===== config.mk =====
export PLATFORM = sky130hd
export DESIGN_NAME = shift_add_multiply1
export DESIGN_NICKNAME = d
export VERILOG_FILES = /design/src/rtl/shift_add_multiply1.sv
export SDC_FILE = /design/constraint.sdc
export NUM_CORES = 1
export LEC_CHECK = 0
export BUFFER_PORTS_ARGS = -buffer_cell sky130_fd_sc_hd__buf_4
export CAP_MARGIN = 15
export CORE_ASPECT_RATIO = 0.7
export CORE_MARGIN = 2
export CORE_UTILIZATION = 55
export CTS_CLUSTER_DIAMETER = 40
export DETAILED_ROUTE_END_ITERATION = 6
export MAX_ROUTING_LAYER = met4
export PLACE_DENSITY = 0.79
export SKIP_LAST_GASP = 1
export SYNTH_ARGS = -nofsm -noshare
export SYNTH_HDL_FRONTEND = slang
export SYNTH_SLANG_ARGS = --single-unit

===== constraint.sdc =====
create_clock -name clk -period 2.8 [get_ports clk]
set_input_delay 0.14 -clock clk [delete_from_list [all_inputs] [get_ports clk]]
set_output_delay 0.14 -clock clk [all_outputs]
set_load 0.02 [all_outputs]

===== src/rtl/shift_add_multiply1.sv =====
// rtl/shift_add_multiply1.sv - iterative radix-1 unsigned shift-and-add multiplier
// One multiplier bit retired per clock; valid/ready handshake on input and output.
module shift_add_multiply1 #(
  parameter int WIDTH = 8
) (
  input  logic               clk,
  input  logic               reset_n,
  input  logic               in_valid,
  output logic               in_ready,
  input  logic [WIDTH-1:0]   A,
  input  logic [WIDTH-1:0]   B,
  output logic               out_valid,
  input  logic               out_ready,
  output logic [2*WIDTH-1:0] P,
  output logic               busy
);

  localparam int CW = $clog2(WIDTH + 1);

  typedef enum logic [1:0] {
    S_IDLE,
    S_RUN,
    S_DONE
  } state_t;

  state_t               state_q, state_d;
  logic [WIDTH-1:0]     mcand_q, mcand_d;
  logic [2*WIDTH-1:0]   prod_q, prod_d;
  logic [2*WIDTH-1:0]   p_q, p_d;
  logic [CW-1:0]        cnt_q, cnt_d;
  logic [WIDTH:0]       sum;
  logic                 last_iter;

  always_ff @(posedge clk or negedge reset_n) begin
    if (!reset_n) begin
      state_q <= S_IDLE;
      mcand_q <= '0;
      prod_q  <= '0;
      p_q     <= '0;
      cnt_q   <= '0;
    end else begin
      state_q <= state_d;
      mcand_q <= mcand_d;
      prod_q  <= prod_d;
      p_q     <= p_d;
      cnt_q   <= cnt_d;
    end
  end

  // The extra adder bit keeps the carry so the upper half never wraps.
  always_comb begin
    sum       = {1'b0, prod_q[2*WIDTH-1:WIDTH]} + (prod_q[0] ? {1'b0, mcand_q} : '0);
    last_iter = (cnt_q == CW'(WIDTH - 1));
  end

  always_comb begin
    state_d = state_q;
    mcand_d = mcand_q;
    prod_d  = prod_q;
    p_d     = p_q;
    cnt_d   = cnt_q;
    case (state_q)
      S_IDLE: begin
        if (in_valid) begin
          mcand_d = A;
          prod_d  = {{WIDTH{1'b0}}, B};
          cnt_d   = '0;
          state_d = S_RUN;
        end
      end
      S_RUN: begin
        prod_d = {sum, prod_q[WIDTH-1:1]};
        cnt_d  = cnt_q + 1'b1;
        if (last_iter) begin
          p_d     = {sum, prod_q[WIDTH-1:1]};
          state_d = S_DONE;
        end
      end
      S_DONE: begin
        if (out_ready) begin
          state_d = S_IDLE;
        end
      end
      default: begin
        state_d = S_IDLE;
      end
    endcase
  end

  // P is a separate register so it stays stable through the next RUN.
  assign in_ready  = (state_q == S_IDLE);
  assign busy      = (state_q == S_RUN);
  assign out_valid = (state_q == S_DONE);
  assign P         = p_q;

endmodule


Word-level counts from Yosys, hierarchy flattened --
Cells that the tools add are included.
Word-level totals: output and inout bits 19, flip-flop bits (word level) 46, word-level logic and storage cells 28, input port bits 20
Cells by class: mux-type cells 9, reductions and logical operators 6, equal/unequal tests 6, add/subtract/negate cells 2
Operator list (number):
- $pmux W16 S2 | 1
- $mux W16 | 1
- $add A8 B8 Y9 | 1
- $mux W8 | 1
- $pmux W4 S2 | 1
- $mux W2 | 3
- $pmux W2 S3 | 1
- $reduce_and A2 Y1 | 3
- $add A4 B1 Y4 const B | 1
- $eq A4 B3 Y1 const B | 1
- $mux W4 | 1
- $ne A2 B1 Y1 const B | 2
- $reduce_and A3 Y1 | 1
- $eq A2 B1 Y1 const B | 1
- $eq A2 B2 Y1 const B | 1
- $logic_not A2 Y1 | 1
- $ne A2 B2 Y1 const B | 1
- $reduce_bool A2 Y1 | 1

Logic depth before layout (Yosys ltp) --
depth in word-level cells 3, mapped depth 7, mapped depth without buffers 7

Least setup slack after synthesis --
No wires, ideal clock.
path type reg2reg, from register prod_q[0], to register p_q[13], in the netlist P[13], stages on the path, launching flop included 8, arrival time 1825 ps, data required time 2665 ps, library setup time 135 ps, buffers on the path 0, slack 840 ps, clock period less this slack 1960 ps, cell sequence dfrtp_1 -> and2_1 -> ha_1 -> fa_1 -> a21o_1 -> a221oi_2 -> xnor2_1 -> o21ai_0
Between the ends: word-level cells in the longest chain between the ends 2
RTL lines:
- from (decl) | RTL line 28 | logic [2*WIDTH-1:0] prod_q, prod_d;
- from (signal assigned) | RTL line 44 | prod_q <= prod_d;
- $mux W8 | RTL line 52 | sum = {1'b0, prod_q[2*WIDTH-1:WIDTH]} + (prod_q[0] ? {1'b0, mcand_q} : '0);
- $add A8 B8 Y9 | RTL line 52
- to (signal assigned) | RTL line 45 | p_q <= p_d;
- to (decl) | RTL line 29 | logic [2*WIDTH-1:0] p_q, p_d;
Every way passes these cells. A chain may end at the register's enable or synchronous reset.

Worst setup path after layout --
Ends and elaborated chain as after synthesis.

==> run metrics <==
power per cell area 1260 nW/µm²; adder-cell share of the synthesized area 6.08%; DP HPWL 3.09 mm; hold path endpoint state_q[1]; post-synthesis compound-gate area fraction 11.8%; post-route clock period utilization 76.0%; XOR/XNOR Fraction of Synth Area 1.61%; mux share of post-synthesis cell area 4.76%; DRT antenna net count 0; main combinational cell family by area after synthesis simple AND/OR/NAND/NOR gates; post-synthesis register bit count 46; crit path max-delay cell type dfrtp_1; clk_skew 0.00602 ns; min-delay src out_ready; R2R Path End P[13]; Yosys top cell area share 52.8%; Seq/Total Area, Yosys 52.8%; Synth Area per Inst 9.96 µm²; Worst Path Required 2.95 ns; Worst Hold Class input pin to register; initial DRC count 92; DRT Pass-1 Iters 4; worst hold stages 2; r2r setup slk 0.67 ns; Max Clk Rate 470 MHz; Critical Path Sink Type register; Root Buffer clkbuf_8; Min Clock Period, post-route 2.13 ns; GRT Overall Usage 22.8%; headroom to the max-slew limit 49.2%; PnR worst setup slack 0.672 ns; Via Count 1685; Fill cells 330; top cells by count, synth 46 x dfrtp_1, 46 x nand2_1, 18 x nor2_1; Leakage 1.29 nW; Die H 56.7 µm; Cell Chain, Critical Path and2_1 -> ha_1 -> fa_1 -> a21o_1 -> a221oi_2 -> xnor2_1 -> o21ai_0; Cells after DPL 301; vias in the first global route 1559; worst r2r path cells 7; Slew @ Worst Pin 0.762 ns; Setup CP Type register to register; Post-synth EDFFs 0; CTS resizes 0; # setup viols final 0; final std cells w/o fill 310; RSZ-0062 raised after global routing no; Residual DRC 0; Ports 39; core area 3850 µm²; max-cap check violation count 0; Cells after Synth 219; worst hold slack 0.0317 ns; final wirelength 4.31 mm; DR WL/cell 13.9 µm; Num CTS Buffers 5; initial antenna violation count 0; TNS Setup 0 ns; Slew Viols, Final 0; synthesized area 2180 µm²; Final GP Congestion 0.863; post-synthesis net count 249; starting density of the core 56.6%; first-pass GRT wire length 7.54 mm; H-tree depth 2; Max VDD drop 645 µV; WP data arrival 2.27 ns; largest net degree at the start of global routing 47; dominant synthesized flop cell dfrtp_1; Yosys top cell by area dfrtp_1; delay-heaviest family, CP adder cells; # rows 19; Synth async-reset ratio 100%; post-synthesis simple-gate area fraction 19.6%; CTS sink cnt 46; CTS max path bufs 2; CTS clk-pin slew, worst paths 0.08 ns; die area 4490 µm²; Area Overhead vs Synth 18.9%; Startpoint Class register; IO buf count 38; worst slack, placed 0.689 ns; worst skew pair latency 0.30 ns; layout net count 287; die width 79.3 µm; Hold Buf Count CTS 1; Setup Buffers After CTS 0; CP Buf/Inv Count 0; critical path peak fanout 9; Ant. Diodes 0; grt total ovfl 0; FF-to-FF Start prod_q[0]; synth top area cells dfrtp_1 53%, nand2_1 7.9%, ha_1 5.2%; layout cells sized above 1 22.9%; total number of yosys warnings 0; Tot Pwr 3.27 mW; final hold violation count 0; status finished clean; post-synth cell types 34; CTS tree yes; vias per std cell 5.44; CP max stage delay 0.44 ns
area by class of cell:
class / count / area (µm²) / share of cell area, %
repair buffers: 42 / 318 / 12.3
flip-flops and latches: 46 / 1150 / 44.4
multi-input cells: 159 / 956 / 36.9
well taps: 52 / 65.1 / 2.51
inverters: 3 / 11.3 / 0.434
clock buffers: 7 / 86.3 / 3.33
clock inverters: 1 / 5.00 / 0.193
sequential cells by signal, summed over array words and instances (netlist names):
register / cells
P: 16
prod_q: 16
mcand_q: 8
cnt_q: 4
state_q: 2
cells in the final DEF, fill, tap and decap left out, drive strengths merged, types with 4 or more instances in the layout:
cell,count
o22ai,8
buf,41
a21oi,4
mux2,8
nand3,13
nor2,18
ha,9
o21ai,15
dfrtp,46
clkbuf,7
nand2,46
and2,8
per-stage QoR:
step / utilization, % / cell area [µm²]
2_1_floorplan: - / 2180
3_3_place_gp: 64.7 / 2490
3_5_place_dp: 64.7 / 2490
4_1_cts: 67.3 / 2590
5_1_grt: 67.3 / 2590
6_report: 67.3 / 2590
worst reg2reg max path, stage by stage (launching register included):
cell and delay (ns):
dfrtp_1 0.44, and2_1 0.16, ha_1 0.20, fa_1 0.41, a21o_1 0.24, a221oi_2 0.28
xnor2_1 0.16, o21ai_0 0.09
logic make-up (layout without fill, tap and decap cells):
group / Yosys count / after routing
adder cells (fa/ha/maj): 10 / 10
buffers and inverters: 14 / 53
multiplexers: 9 / 9
AND/OR/NAND/NOR: 96 / 96
AO/OA/AOI/OAI: 40 / 40
XOR/XNOR: 4 / 4
flip-flops: 46 / 46
metal layers:
| metal | global-route usage [%] | vias up | wire (µm) |
|---|---|---|---|
| li1 | - | 823 | - |
| met1 | 33.4 | 799 | 2120 |
| met2 | 30.9 | 59 | 1840 |
| met3 | 6.11 | 4 | 297 |
| met4 | 7.39 | 0 | 44 |
| met5 | - | - | 0 |
how the worst max path moves through the flow:
stage,start,end,slack [ns],depth (start not counted)
3_5_place_dp,prod_q[0],P[15],0.69,7
6_report,prod_q[0],P[13],0.67,7
4_1_cts,prod_q[0],P[13],0.68,7
2_1_floorplan,prod_q[0],P[13],0.84,7
3_3_place_gp,prod_q[0],P[13],0.72,7
5_1_grt,prod_q[0],P[13],0.56,7
where the power goes:
group | switching, mW | internal, mW | total, mW
clock network | 0.215 | 0.199 | 0.414
registers | 0.205 | 0.986 | 1.19
logic | 0.936 | 0.729 | 1.67
total | 1.36 | 1.91 | 3.27
Note: power is estimated with default switching activity, not from simulation.
